===== src/rtl/store_buffer.sv =====
// ---------------------------------------------------------------------------
// store_buffer
//
// Purpose
//   Sits between the execute stage and a byte-addressable data memory that
//   has a single address/write port. Stores are queued in program order
//   (up to DEPTH entries) and retired one per cycle into the memory. Loads
//   take the port whenever they do not collide with a buffered store. A load
//   that exactly matches the youngest overlapping store can be served
//   directly from the buffer (store-to-load forwarding).
//
// Configuration
//   STORE_BUF_FWD_EN : when defined, exact-match loads are forwarded.
//                      When undefined, fwd_hit/fwd_data are tied to 0, any
//                      overlap raises ld_conflict and no forwarding
//                      comparators or sign-extension logic are built.
//
// Parameters
//   DEPTH       entry count, power of two, >= 2
//
// Ports
//   clk         rising-edge clock
//   rst         synchronous active-high reset (drops all pending stores)
//   st_valid    store request from execute
//   st_ready    buffer can accept a store (= !full)
//   st_addr     store byte address
//   st_data     store data, LSB-aligned
//   st_mode     00 byte, 01 halfword, 10 word, 11 treated as byte
//   ld_valid    a load wants the memory port this cycle
//   ld_addr     load byte address
//   ld_mode     load size, same encoding as st_mode
//   ld_conflict load overlaps a buffered store it cannot be forwarded from;
//               the caller must stall and retry
//   fwd_hit     load is served from the buffer this cycle
//   fwd_data    forwarded data, sign-extended like a memory read
//   mem_we      memory write enable (a store is draining)
//   mem_mode    memory access size
//   mem_addr    memory address (load address or draining store address)
//   mem_wdata   data of the oldest buffered store, 0 when empty
//   empty       no stores pending (fence / drain status)
//
// Handshake
//   A store transfers on a rising edge where st_valid && st_ready. The
//   requester holds st_addr/st_data/st_mode stable while st_valid is high and
//   st_ready is low. st_ready depends only on the occupancy register, never
//   on st_valid, and is strictly !full: a drain in the same cycle does not
//   free a slot for a store arriving while full.
// ---------------------------------------------------------------------------
module store_buffer #(
    parameter int DEPTH = 4
) (
    input  logic        clk,
    input  logic        rst,

    input  logic        st_valid,
    output logic        st_ready,
    input  logic [31:0] st_addr,
    input  logic [31:0] st_data,
    input  logic [1:0]  st_mode,

    input  logic        ld_valid,
    input  logic [31:0] ld_addr,
    input  logic [1:0]  ld_mode,
    output logic        ld_conflict,
    output logic        fwd_hit,
    output logic [31:0] fwd_data,

    output logic        mem_we,
    output logic [1:0]  mem_mode,
    output logic [31:0] mem_addr,
    output logic [31:0] mem_wdata,

    output logic        empty
);

    localparam int PTR_W = (DEPTH > 1) ? $clog2(DEPTH) : 1;
    localparam int CNT_W = PTR_W + 1;

    // -----------------------------------------------------------------------
    // Helpers
    // -----------------------------------------------------------------------

    // Access size in bytes; the unused encoding 11 behaves as a byte.
    function automatic logic [2:0] mode_size(input logic [1:0] mode);
        logic [2:0] size;
        case (mode)
            2'b01:   size = 3'd2;
            2'b10:   size = 3'd4;
            default: size = 3'd1;
        endcase
        return size;
    endfunction

    // Address of the last byte touched. Plain 32-bit arithmetic: an access
    // that would wrap past 0xFFFFFFFF is not treated specially.
    function automatic logic [31:0] last_byte(input logic [31:0] addr,
                                              input logic [1:0]  mode);
        return addr + {29'd0, mode_size(mode)} - 32'd1;
    endfunction

`ifdef STORE_BUF_FWD_EN
    // Forwarded data looks exactly like a memory read of the same size.
    function automatic logic [31:0] sign_extend(input logic [31:0] data,
                                                input logic [1:0]  mode);
        logic [31:0] ext;
        case (mode_size(mode))
            3'd1:    ext = {{24{data[7]}},  data[7:0]};
            3'd2:    ext = {{16{data[15]}}, data[15:0]};
            default: ext = data;
        endcase
        return ext;
    endfunction
`endif

    // -----------------------------------------------------------------------
    // Storage and pointers
    // -----------------------------------------------------------------------
    logic [31:0]      ent_addr  [DEPTH];
    logic [31:0]      ent_data  [DEPTH];
    logic [1:0]       ent_mode  [DEPTH];
    logic [DEPTH-1:0] ent_valid;

    logic [PTR_W-1:0] head;
    logic [PTR_W-1:0] tail;
    logic [CNT_W-1:0] count;

    logic full;
    logic is_empty;
    logic enq;
    logic drain;
    logic load_owns;

    assign full     = (count == CNT_W'(DEPTH));
    assign is_empty = (count == '0);
    assign st_ready = !full;
    assign empty    = is_empty;
    assign enq      = st_valid && !full;

    // -----------------------------------------------------------------------
    // Overlap detection against every live entry
    // -----------------------------------------------------------------------
    logic [31:0]      ld_last;
    logic [DEPTH-1:0] ovl_vec;

    assign ld_last = last_byte(ld_addr, ld_mode);

    always_comb begin
        ovl_vec = '0;
        for (int i = 0; i < DEPTH; i++) begin
            ovl_vec[i] = ent_valid[i]
                      && (ld_addr <= last_byte(ent_addr[i], ent_mode[i]))
                      && (ent_addr[i] <= ld_last);
        end
    end

    // Walk entries from oldest to youngest; the last overlapping one seen is
    // the youngest, which is the only one whose value a load may observe.
    logic             any_overlap;
    logic [PTR_W-1:0] young_idx;
    logic [PTR_W-1:0] scan_idx;

    always_comb begin
        any_overlap = 1'b0;
        young_idx   = '0;
        scan_idx    = '0;
        for (int k = 0; k < DEPTH; k++) begin
            scan_idx = head + PTR_W'(k);
            if (ovl_vec[scan_idx]) begin
                any_overlap = 1'b1;
                young_idx   = scan_idx;
            end
        end
    end

    // -----------------------------------------------------------------------
    // Forwarding
    // -----------------------------------------------------------------------
`ifdef STORE_BUF_FWD_EN
    logic exact_match;

    // Equal size rather than equal mode: 00 and 11 both mean one byte.
    assign exact_match = (ent_addr[young_idx] == ld_addr)
                      && (mode_size(ent_mode[young_idx]) == mode_size(ld_mode));
    assign fwd_hit     = ld_valid && any_overlap && exact_match;
    assign fwd_data    = fwd_hit ? sign_extend(ent_data[young_idx], ld_mode)
                                 : 32'd0;
`else
    assign fwd_hit     = 1'b0;
    assign fwd_data    = 32'd0;
`endif

    assign ld_conflict = ld_valid && any_overlap && !fwd_hit;

    // -----------------------------------------------------------------------
    // Port arbitration
    //   A non-conflicting load (forwarded or not) owns the port. Otherwise
    //   the oldest store drains; a conflicting load therefore forces a drain
    //   every cycle, so the conflict clears after at most `count` cycles.
    // -----------------------------------------------------------------------
    assign load_owns = ld_valid && !ld_conflict;
    assign drain     = !is_empty && !load_owns;

    assign mem_we    = drain;
    assign mem_addr  = drain ? ent_addr[head] : ld_addr;
    assign mem_mode  = drain ? ent_mode[head] : ld_mode;
    assign mem_wdata = is_empty ? 32'd0 : ent_data[head];

    // -----------------------------------------------------------------------
    // Control state
    //   head and tail can only coincide when empty or full, so an enqueue
    //   (needs !full) and a drain (needs !empty) never touch the same slot.
    // -----------------------------------------------------------------------
    always_ff @(posedge clk) begin
        if (rst) begin
            head      <= '0;
            tail      <= '0;
            count     <= '0;
            ent_valid <= '0;
        end else begin
            if (enq) begin
                ent_valid[tail] <= 1'b1;
                tail            <= tail + 1'b1;
            end
            if (drain) begin
                ent_valid[head] <= 1'b0;
                head            <= head + 1'b1;
            end
            case ({enq, drain})
                2'b10:   count <= count + 1'b1;
                2'b01:   count <= count - 1'b1;
                default: count <= count;
            endcase
        end
    end

    // Payload storage needs no reset; ent_valid gates every use of it.
    always_ff @(posedge clk) begin
        if (enq) begin
            ent_addr[tail] <= st_addr;
            ent_data[tail] <= st_data;
            ent_mode[tail] <= st_mode;
        end
    end

endmodule


===== config.mk =====
export PLATFORM = sky130hd
export DESIGN_NAME = store_buffer
export DESIGN_NICKNAME = d
export VERILOG_FILES = /design/src/rtl/store_buffer.sv
export SDC_FILE = /design/constraint.sdc
export NUM_CORES = 1
export LEC_CHECK = 0
export ABC_CLOCK_PERIOD_IN_PS = 9890
export BUFFER_PORTS_ARGS = -buffer_cell sky130_fd_sc_hd__clkbuf_2
export CAP_MARGIN = 25
export CORE_ASPECT_RATIO = 1.2
export CORE_MARGIN = 5
export CORE_UTILIZATION = 62
export CTS_CLUSTER_SIZE = 10
export DETAILED_ROUTE_END_ITERATION = 10
export PLACE_DENSITY = 0.85
export SETUP_SLACK_MARGIN = 0.02
export SLEW_MARGIN = 20
export SYNTH_ARGS = -nofsm -noshare
export SYNTH_HDL_FRONTEND = slang
export SYNTH_SLANG_ARGS = --single-unit

===== constraint.sdc =====
create_clock -name clk -period 9.89 [get_ports clk]
set_input_delay 0.4945 -clock clk [delete_from_list [all_inputs] [get_ports clk]]
set_output_delay 0.4945 -clock clk [all_outputs]
set_load 0.05 [all_outputs]

After elaboration in Yosys (flattened, before gate mapping)
Memories as Yosys holds them, arrays and structs flattened. A register that Yosys moved wholly into a read port is not among the register bits. Index checks and enable logic that the tools add are counted.

Register bits: 11. Bits in writable memories: 264. Bits of input ports: 104. Output and inout bits: 103. Memories kept: 3.

Memories: ent_addr (words 4, bits a word 32, rd ports 5, clocked after Yosys merged registers in 1, wr ports 1, line 118) `logic [31:0] ent_addr [DEPTH];`; ent_data (words 4, bits a word 32, rd ports 1, clocked after Yosys merged registers in 1, wr ports 1, line 119) `logic [31:0] ent_data [DEPTH];`; ent_mode (words 4, bits a word 2, rd ports 5, clocked after Yosys merged registers in 1, wr ports 1, line 120) `logic [1:0] ent_mode [DEPTH];`.

Add/subtract/negate cells: 16. Magnitude comparators: 15. Equal/unequal tests: 13. Mux-type cells: 36. Bitwise gates (word level): 3. Reduce and logical (&&, ||, !) cells: 20.

Operators by type and width (count): $le 32x32->1 (8); $add 32x3->32 (5); $sub 32x1->32 const B (5); $mux 32 (2); $pmux 3 s2 (6); $lt 2x3->1 const B (5); $logic_and 1x1->1 (14); $mux 2 (7); $eq 2x1->1 const B (6); $eq 2x2->1 const B (6); $mux 1 (12); $mux 4 (3); $bmux 1 s2 (4); $add 2x1->2 const B (2); $add 2x2->2 const B (2); $and 4x4->4 (1); $demux 1 s2 (2); $ge 2x1->1 const B (2); $logic_not 1->1 (4); $not 4->4 (1); $or 4x4->4 (1); $add 3x1->3 const B (1); $eq 3x3->1 const B (1); $logic_not 3->1 (1); 2 further kinds (2).

Longest topological paths before layout
An unclocked memory read counts as a cell.

Depth after elaboration: 21. Gate-level depth with buffers: 35. Depth with buffers taken out: 34.

Least setup slack after synthesis
No wires, ideal clock.

Path kind: register to output. Start point: memory ent_mode[3][0]. End point: output mem_addr[21]. Arrival: 7.169 ns. Data required time: 9.396 ns. Path slack: 2.227 ns. Stages on the path, launching flop included: 29. Buffers on the path: 1. Cells stage by stage: edfxtp_1 > inv_1 > ha_1 > inv_1 > ha_1 > inv_1 > ha_1 > a21o_1 > a21oi_1 > nor2b_1 > o21a_1 > o41ai_1 > o2111ai_1 > a41oi_1 > o31a_1 > o21ai_0 > xnor2_1 > ha_1 > nand4_1 > nor3_1 > a2111oi_0 > o21ai_1 > nor4_1 > nor3_1 > or4b_2 > o211a_1 > a41oi_2 > buf_4 > mux2i_1.

RTL lines: from (decl) (line 120); to (decl) (line 70) `output logic [31:0] mem_addr,`.

==> results_dict.tcl <==
set metrics [dict create \
    post-synth-top-count-cell "ha_1" \
    io_pins 207 \
    multiInputGateArea_um2 15300 \
    required_ns 9.40 \
    synth_common_cells "ha_1, inv_1, edfxtp_1" \
    crit_fanout 12 \
    cts.sinks 277 \
    synth_area_leaders "edfxtp_1, ha_1, mux4_2" \
    nFillCells 3120 \
    slew_viol_final 0 \
    cp-end-kind "output port" \
    syn_avg_cell_area_um2 10.2 \
    drv_cap 0 \
    grt_usage 0.373 \
    rsz0062_at_grt "false" \
    setup_slack_ns 0.196 \
    drtPass1Iterations 6 \
    finalCritPeriodShare 0.980 \
    drt_iter0_drc 1780 \
    synth-edff-count 264 \
    cp-start-kind "register" \
    synth_seq_cells 277 \
    synth_async_sr_flop_share 0 \
    final_nets 3177 \
    die_area_um2 44100 \
    drt-total-wl_um 83300 \
    overflow 0 \
    grt_max_degree 48 \
    pre_cts_ws_ns 1.05 \
    syn_inst 2432 \
    antenna_found_initial 2 \
    skew_ns 0.0298 \
    worstSetupPathType "reg2out" \
    ys_warn_count 0 \
    htree_levels 2 \
    finalHoldViolCount 0 \
    postCtsSetupRepairBufs 0 \
    design.core.area_um2 39600 \
    critPathMaxStageDelay_ns 0.90 \
    ant_nets 0 \
    instances_no_fill 3185 \
    clkLatencyLatePin_ns 0.55 \
    cts_tree "done" \
    grt_pass1_wl_um 124000 \
    seq_area_um2 8200 \
    path_clk_slew_ns 0.06 \
    drive_above_1_share 0.125 \
    tns_ns 0 \
    critical_path_arrival_ns 9.20 \
    dp_cells 3127 \
    gp_congestion 1.03 \
    cp_slowest_cell "a2111oi_0" \
    ir_drop_v 0.000275 \
    die_y_um 229 \
    outcome "completed" \
    setup_viol 0 \
    num_vias 20800 \
    hpwl_um 65800 \
    syn_area_um2 24800 \
    placed_area_um2 26200 \
    fin_worst_hold_slack_ns 0.163 \
    ctsHoldBuffers 0 \
    hold_path_depth 1 \
    leakage_uw 0.0121 \
    die_w_um 192 \
    p_per_area_nw_per_um2 217 \
    max-clock-path-buffers 3 \
    syn2layout_area_growth_pct 10.0 \
    reg2regPathDepth 35 \
    ys.flop_type "edfxtp_1" \
    port_buffers 173 \
    fmax_mhz 103 \
    via_per_inst 6.54 \
    worstHoldPathType "in2reg" \
    yosysTopAreaCellShare 0.320 \
    ys_types 78 \
    start_util 0.625 \
    wl_per_cell_um 26.2 \
    fin_crit_ns 9.69 \
    cts-buffers-inserted 35 \
    rows 80 \
    root_buffer "clkbuf_16" \
    final_area_um2 27300 \
    tightest_slew_ns 1.04 \
    drcViolationCount 0 \
    slew_headroom 0.289 \
    seq_area_frac_synth 0.330 \
    cts_resized 0 \
    synth_top_area_cell "edfxtp_1" \
    first_global_vias 21200 \
]
[power breakdown]
group	switching (uW)	total, uW	internal (uW)
Sequential	144	1580	1440
Clock	516	1190	671
Combinational	2030	3150	1120
[worst paths after layout]
check	startpoint	endpoint	slack, ns
hold / removal	st_data[3]	ent_data[2][3]$_DFFE_PP_	0.16
hold reg to reg	count[0]$_SDFFE_PP0P_	count[0]$_SDFFE_PP0P_	0.57
setup reg to reg	ent_mode[2][1]$_DFFE_PP_	count[2]$_SDFFE_PP0P_	0.69
setup / recovery	ent_mode[2][1]$_DFFE_PP_	mem_addr[16]	0.20
[cell type report]
| class | instances | share of cell area |
|---|---|---|
| Clock inverter | 7 | 0.00257 |
| Sequential cell | 277 | 0.301 |
| Inverter | 280 | 0.0385 |
| Antenna cell | 3 | 0.000275 |
| Multi-Input combinational cell | 1846 | 0.562 |
| Timing Repair Buffer | 191 | 0.0366 |
| Tap cell | 533 | 0.0245 |
| Clock buffer | 48 | 0.0346 |
[kinds of logic (layout without fill, tap and decap cells)]
kind of cell | after synthesis | count (layout) | synth area share
mux | 109 | 109 | 0.0781
compound gates | 577 | 577 | 0.148
fa+ha+maj | 444 | 444 | 0.226
other cells | 1 | 36 | 0.000151
flops | 277 | 277 | 0.330
buf+inv | 341 | 526 | 0.0575
xor+xnor | 136 | 136 | 0.0481
simple gates | 547 | 547 | 0.112
[sequential cells by signal, indices dropped and copies added (netlist names), named ones only]
signal / count
ent_addr: 128
ent_data: 128
ent_mode: 8
ent_valid: 4
count: 3
head: 2
tail: 2
[cell usage in the layout (no fill, tap or decap), drive strengths merged, types with 78 or more instances in the layout]
cell type  Yosys  final
a21oi        198    198
clkbuf        18    221
xor2          80     80
o21ai        105    105
nor2         120    120
inv          280    283
ha           436    436
nand2        118    118
edfxtp       264    264
a21o          78     78
[critical path: cells and delay by family (launching register included)]
kind	cells	cell delay (ns)
muxes	2	0.40
adders and majority gates	5	1.22
AOI/OAI and AO/OA	12	4.54
buffers and inverters	7	1.20
and+or+nand+nor	6	0.86
DFF	1	0.39
[routing by layer]
metal  up-vias  global-route usage  part of all wire
met3       366              0.0516             0.069
met5         -                   0           0.00013
met4         2               0.281             0.097
met2      1123               0.633              0.48
met1      9938               0.421              0.36
li1       9402                   -                 -
[stage by stage]
stage	total power, uW	utilization
CTS	5880	0.688
global placement	4580	0.662
detailed placement	4670	0.662
floorplan	3790	-
finish	5920	0.688
global route	6220	0.688
Power figures use the tool's default switching activity.
